[config.mk]
export PLATFORM = sky130hd
export DESIGN_NAME = mem_arbiter
export DESIGN_NICKNAME = d
export VERILOG_FILES = /design/src/rtl/mem_arbiter_pkg.sv /design/src/rtl/mem_arbiter_rr_pick2.sv /design/src/rtl/mem_arbiter.sv
export SDC_FILE = /design/constraint.sdc
export NUM_CORES = 1
export LEC_CHECK = 0
export BUFFER_PORTS_ARGS = -buffer_cell sky130_fd_sc_hd__buf_2
export CORE_AREA = 2 2 176 178
export DETAILED_ROUTE_END_ITERATION = 8
export DIE_AREA = 0 0 178 180
export PLACE_DENSITY = 0.59
export SYNTH_ARGS = -nofsm -noshare
export SYNTH_HDL_FRONTEND = slang
export SYNTH_SLANG_ARGS = --single-unit
export TNS_END_PERCENT = 10
[constraint.sdc]
create_clock -name clk -period 8.84 [get_ports clk]
set_clock_uncertainty 0.15 [all_clocks]
set_input_delay 0.442 -clock clk [delete_from_list [all_inputs] [get_ports clk]]
set_output_delay 0.442 -clock clk [all_outputs]
set_load 0.05 [all_outputs]
[src/rtl/mem_arbiter_pkg.sv]
// Shared types for the cache-to-memory arbiter: FSM states, requester IDs and
// the encoding of the last-served-read register.
package mem_arbiter_pkg;

    typedef enum logic [1:0] {
        ST_IDLE = 2'd0,
        ST_BUSY = 2'd1,
        ST_RESP = 2'd2
    } arb_state_t;

    typedef enum logic [1:0] {
        REQ_I   = 2'd0,
        REQ_DRD = 2'd1,
        REQ_DWR = 2'd2
    } req_id_t;

    // Encoding of last_rd: which read requester was granted most recently.
    localparam logic LAST_RD_I     = 1'b0;
    localparam logic LAST_RD_D     = 1'b1;
    localparam logic LAST_RD_RESET = LAST_RD_D;

    function automatic logic rd_id_to_last(input req_id_t id);
        return (id == REQ_DRD) ? LAST_RD_D : LAST_RD_I;
    endfunction

endpackage

[src/rtl/mem_arbiter_rr_pick2.sv]
// Two-way round-robin selector between the icache and dcache read requesters;
// on a tie the requester that was not served last wins.
module rr_pick2
    import mem_arbiter_pkg::*;
(
    input  logic i_req_ic,
    input  logic i_req_dc,
    input  logic i_last_rd,
    output logic o_any,
    output logic o_pick_dc
);

    // NOTE: every combinational output gets a default first so no latch can be inferred.
    always_comb begin
        o_any     = i_req_ic | i_req_dc;
        o_pick_dc = i_req_dc;
        if (i_req_ic && i_req_dc) begin
            o_pick_dc = (i_last_rd == LAST_RD_I);
        end
    end

endmodule

[src/rtl/mem_arbiter.sv]
// Single-port memory arbiter: one outstanding transaction, write-back first,
// then round-robin between icache reads and dcache refills.
module mem_arbiter
    import mem_arbiter_pkg::*;
#(
    parameter int ADDR_W = 32,
    parameter int DATA_W = 64
) (
    input  logic              clk,
    input  logic              rst,
    input  logic              i_req,
    input  logic [ADDR_W-1:0] i_addr,
    output logic              i_ack,
    output logic [DATA_W-1:0] i_rdata,
    input  logic              d_rd_req,
    input  logic [ADDR_W-1:0] d_rd_addr,
    output logic              d_rd_ack,
    output logic [DATA_W-1:0] d_rdata,
    input  logic              d_wr_req,
    input  logic [ADDR_W-1:0] d_wr_addr,
    input  logic [DATA_W-1:0] d_wdata,
    output logic              d_wr_ack,
    output logic              m_req,
    output logic              m_we,
    output logic [ADDR_W-1:0] m_addr,
    output logic [DATA_W-1:0] m_wdata,
    input  logic              m_ack,
    input  logic [DATA_W-1:0] m_rdata
);

    arb_state_t        r_state;
    arb_state_t        w_state_nxt;
    req_id_t           r_grant;
    req_id_t           w_grant_nxt;
    logic              r_last_rd;
    logic              r_holdoff;
    logic              r_m_we;
    logic [ADDR_W-1:0] r_m_addr;
    logic [DATA_W-1:0] r_m_wdata;
    logic [DATA_W-1:0] r_i_rdata;
    logic [DATA_W-1:0] r_d_rdata;
    logic              w_rd_any;
    logic              w_pick_dc;
    logic              w_grant_fire;

    rr_pick2 u_rr_pick2 (
        .i_req_ic  (i_req),
        .i_req_dc  (d_rd_req),
        .i_last_rd (r_last_rd),
        .o_any     (w_rd_any),
        .o_pick_dc (w_pick_dc)
    );

    // The IDLE cycle straight after RESP never grants (r_holdoff), so a
    // requester still deasserting after its ack cannot be served twice.
    always_comb begin
        w_state_nxt  = r_state;
        w_grant_nxt  = r_grant;
        w_grant_fire = 1'b0;
        m_req        = 1'b0;
        i_ack        = 1'b0;
        d_rd_ack     = 1'b0;
        d_wr_ack     = 1'b0;
        case (r_state)
            ST_IDLE: begin
                if (!r_holdoff && (d_wr_req || w_rd_any)) begin
                    w_grant_fire = 1'b1;
                    w_state_nxt  = ST_BUSY;
                    if (d_wr_req) begin
                        w_grant_nxt = REQ_DWR;
                    end else if (w_pick_dc) begin
                        w_grant_nxt = REQ_DRD;
                    end else begin
                        w_grant_nxt = REQ_I;
                    end
                end
            end
            ST_BUSY: begin
                m_req = 1'b1;
                if (m_ack) begin
                    w_state_nxt = ST_RESP;
                end
            end
            ST_RESP: begin
                w_state_nxt = ST_IDLE;
                case (r_grant)
                    REQ_I:   i_ack    = 1'b1;
                    REQ_DRD: d_rd_ack = 1'b1;
                    REQ_DWR: d_wr_ack = 1'b1;
                    default: ;
                endcase
            end
            default: w_state_nxt = ST_IDLE;
        endcase
    end

    // NOTE: sequential state uses non-blocking assignments so every flop samples pre-edge values.
    always_ff @(posedge clk or posedge rst) begin
        if (rst) begin
            r_state   <= ST_IDLE;
            r_grant   <= REQ_I;
            r_holdoff <= 1'b0;
            r_last_rd <= LAST_RD_RESET;
        end else begin
            r_state   <= w_state_nxt;
            r_grant   <= w_grant_nxt;
            r_holdoff <= (r_state == ST_RESP);
            if (w_grant_fire && (w_grant_nxt != REQ_DWR)) begin
                r_last_rd <= rd_id_to_last(w_grant_nxt);
            end
        end
    end

    // Request fields are frozen at grant; read data lands in the per-port
    // register on m_ack and is held until that port's next capture.
    always_ff @(posedge clk or posedge rst) begin
        if (rst) begin
            r_m_we    <= 1'b0;
            r_m_addr  <= '0;
            r_m_wdata <= '0;
            r_i_rdata <= '0;
            r_d_rdata <= '0;
        end else begin
            if (w_grant_fire) begin
                r_m_we <= (w_grant_nxt == REQ_DWR);
                case (w_grant_nxt)
                    REQ_DWR: begin
                        r_m_addr  <= d_wr_addr;
                        r_m_wdata <= d_wdata;
                    end
                    REQ_DRD: begin
                        r_m_addr  <= d_rd_addr;
                        r_m_wdata <= '0;
                    end
                    default: begin
                        r_m_addr  <= i_addr;
                        r_m_wdata <= '0;
                    end
                endcase
            end
            if ((r_state == ST_BUSY) && m_ack) begin
                if (r_grant == REQ_I) begin
                    r_i_rdata <= m_rdata;
                end else if (r_grant == REQ_DRD) begin
                    r_d_rdata <= m_rdata;
                end
            end
        end
    end

    assign m_we    = r_m_we;
    assign m_addr  = r_m_addr;
    assign m_wdata = r_m_wdata;
    assign i_rdata = r_i_rdata;
    assign d_rdata = r_d_rdata;

endmodule
==> results by group <==
Critical path
  • CP Data Arrival Time: 4100 ps
  • Crit end category: flip-flop
  • Critical Path, Cell by Cell: or3_4, nor2_4, buf_4, mux2i_1, ha_4, a22oi_1, o21ai_0, mux2_2
  • Worst Path Class, Setup: flip-flop to flip-flop
  • Max Fanout on Critical Path: 98
  • Reg2reg start: r_state[1]
  • CP max stage cell: ha_4
  • Required time worst endpoint: ~9000 ps
  • Startpoint Class: flip-flop
  • Slowest stage delay, CP: about 900 ps
  • Crit. Startpoint: r_state[1]

Clock tree
  • Clock root buffer: clkbuf_16
  • Clk slew on worst S/H paths: 60 ps
  • Hold buffers post-CTS: 102
  • Post-CTS resize count: 0
  • Clk buf depth: 3
  • Setup Buffers After CTS: 0
  • Clock Sinks: roughly 230
  • CTS HTree Levels: 1
  • Clock Latency Late Sink: around 530 ps
  • CTS tree: yes
  • Num CTS Buffers: 26

Status
  • Outcome: completed

Pwr
  • Sw power: 3210 µW
  • Register share of total power: 0.275
  • Clock network power share: 0.164
  • Comb pwr share: 0.561
  • Pwr Total: 6360 µW
  • Internal: 3140 µW
  • PwrDens: 448 nW/µm²
  • Sw frac: 0.505
  • Leak pwr: 0.00704 µW
  • Worst vdd ir: 0.343 mV

Yosys
  • Mapped Avg Cell Area: 12.7 µm²
  • Top cells by area, synth: dfrtp_1 (59%), mux2_2 (17%), o21ai_0 (4.9%)
  • Syn Std Cell Area: just under 10000 µm²
  • Synth warnings: 0
  • Yosys cell types: 30
  • #FFs+latches synth: about 230
  • Top FF cell, synth: dfrtp_1
  • Post-synth EDFFs: 0
  • Syn_nets: around 1000
  • Seq/Total Area, Yosys: 0.588
  • Top-count cell post-synth: dfrtp_1
  • Async set or reset register ratio after synthesis: 1.00
  • Syn Inst Count: 773
  • Top post-synthesis cells by count: dfrtp_1 (230), mux2_2 (147), nand2_1 (96), o21ai_0 (96), o31ai_1 (64)
  • Largest area contributor in the netlist: dfrtp_1
  • Yosys top cell area share: 0.585

GRT
  • GRT Total Usage: 0.174
  • Initial antenna violation count: 0
  • Vias in the first global route: 8397
  • Grt total ovfl: 0
  • First-pass GRT wire length: about 45000 µm
  • Maximum number of pins on one net before global-route repair: 115

Hold path
  • Hold/Removal Path Class: input pin to flip-flop
  • Hold Path Origin: d_wdata[31]

Floorplanning
  • Die area: 32000 µm²
  • Top Ports: 459
  • Core ar.: 30200 µm²
  • Placement Rows: 64
  • Initial core utilization: 0.326
  • Chip Height: between 150 and 200 µm
  • DIE WIDTH: roughly 180 µm

Detailed routing
  • Via density: 4.72
  • Routed wire length: 29100 µm
  • Post-route ant nets: 0
  • 1st-pass router iterations: 5
  • 1st-iter DRT viols: 404
  • WL/cell: 16.9 µm
  • DR DRC count: 0
  • Routed vias: roughly 8100

Final layout
  • Final-stage net count: between 1500 and 2000
  • Design area: 14200 µm²
  • Ratio of cells with drive above 1 in the final layout: 0.517
  • Fillcell total: 2787
  • Non-Filler Instances: 1717
  • Antenna cells: 0
  • Area delta synth->final: 44.1%

Placed design
  • Port Buffers: about 460
  • Placed cells: between 1500 and 2000
  • DP HPWL: 19800 µm
  • GP Congestion: 0.854
  • Dpl cell area: 12300 µm²

Timing
  • Tmin final: 3780 ps
  • Slew Viols, Final: 0
  • Setup Total Neg Slack: 0 ps
  • Period utilisation layout: 0.427
  • Worst slew pin tran: around 1100 ps
  • Max Freq: approximately 0.26 GHz
  • Worst slew margin: 0.251
  • Hold Violations, Final: 0
  • Setup repair after global routing missed its margin: no
  • Final setup violation count: 0

Run
  • Max-cap violations: 0
## routing by layer
layer / vias up / track usage / part of all wire
met2: 339 / 0.302 / 0.49
met4: 0 / 0.0564 / 0.027
met3: 59 / 0.0415 / 0.082
met5: - / 0 / 0
li1: 3842 / - / -
met1: 3858 / 0.212 / 0.40
## cell usage in the layout (no fill, tap or decap), types with 2 or more instances in the layout
master         netlist  layout
dfrtp_1            230     230
mux2i_1              2       2
mux2_2             147     147
a22oi_1             32      32
o31ai_1             64      64
nand2_1             96      96
clkinv_2             0      11
inv_1                4       3
buf_2               18     458
nor3b_1              2       2
clkbuf_16            0      27
dlygate4sd3_1        0     102
clkbuf_1            34       3
mux2_4              17      17
buf_4                3       8
o21ai_0             96      96
clkbuf_8             0       6
inv_8                0       2
nor3_1               2       2
## worst max-delay path, delay by kind of cell, from the launching register on
family	cells	cell delay, ps
adders and majority gates	1	920
and+or+nand+nor	2	710
muxes	2	580
buffers and inverters	1	520
DFF	1	420
AOI/OAI and AO/OA	2	400
## final cells by class
type	count	area (µm²)	area share
sequential	231	5780	0.408
multi-input combinational	470	3670	0.259
timing repair buffer	568	3370	0.238
clock buffer	36	769	0.0543
tap	396	495	0.0350
clock inverter	12	66.3	0.00468
inverter	4	22.5	0.00159
## logic make-up (layout without fill, tap and decap cells)
family	count (synthesis)	after routing	share of synthesized area
simple gates	108	108	0.0476
fa+ha+maj	2	2	0.00254
flops	231	231	0.588
compound gates	194	194	0.124
mux	166	166	0.196
buf+inv	72	620	0.0422
## path summary, 6_finish.rpt
kind | end | slack, ps | cells past startpoint
min in group asynchronous | i_rdata[13] | 440 | 3
hold / removal | m_wdata[31] | 30 | 3
max in group asynchronous | m_addr[21] | 6690 | 4
setup / recovery | m_addr[28] | 5060 | 8
hold reg to reg | d_rdata[18] | 350 | 1
setup reg to reg | m_addr[28] | 5060 | 8
## power by group through the flow
stage               clock [µW]  sequential [µW]  combinational (µW)
floorplan                    0             3300                1220
global placement             0             1750                3520
detailed placement           0             1760                3560
CTS                       1080             1750                3600
global route              1130             1810                3780
finish                    1040             1750                3560
## stage by stage
| stage | util | setup WS (ps) | hold slack (ps) |
|---|---|---|---|
| 6_report | 0.470 | 5060 | 25.8 |
| 3_5_place_dp | 0.408 | 5040 | 337 |
| 5_1_grt | 0.470 | 4740 | 7.36 |
| 3_3_place_gp | 0.408 | 5100 | 331 |
| 4_1_cts | 0.470 | 5010 | 0.0813 |
| 2_1_floorplan | - | 1920 | 421 |
## sequential cells by signal, indices dropped and copies added, names as in the netlist
signal     cells
d_rdata       64
i_rdata       64
m_addr        32
m_wdata       64
m_we           1
r_grant        2
r_holdoff      1
r_last_rd      1
r_state        2
Power figures use the tool's default switching activity.
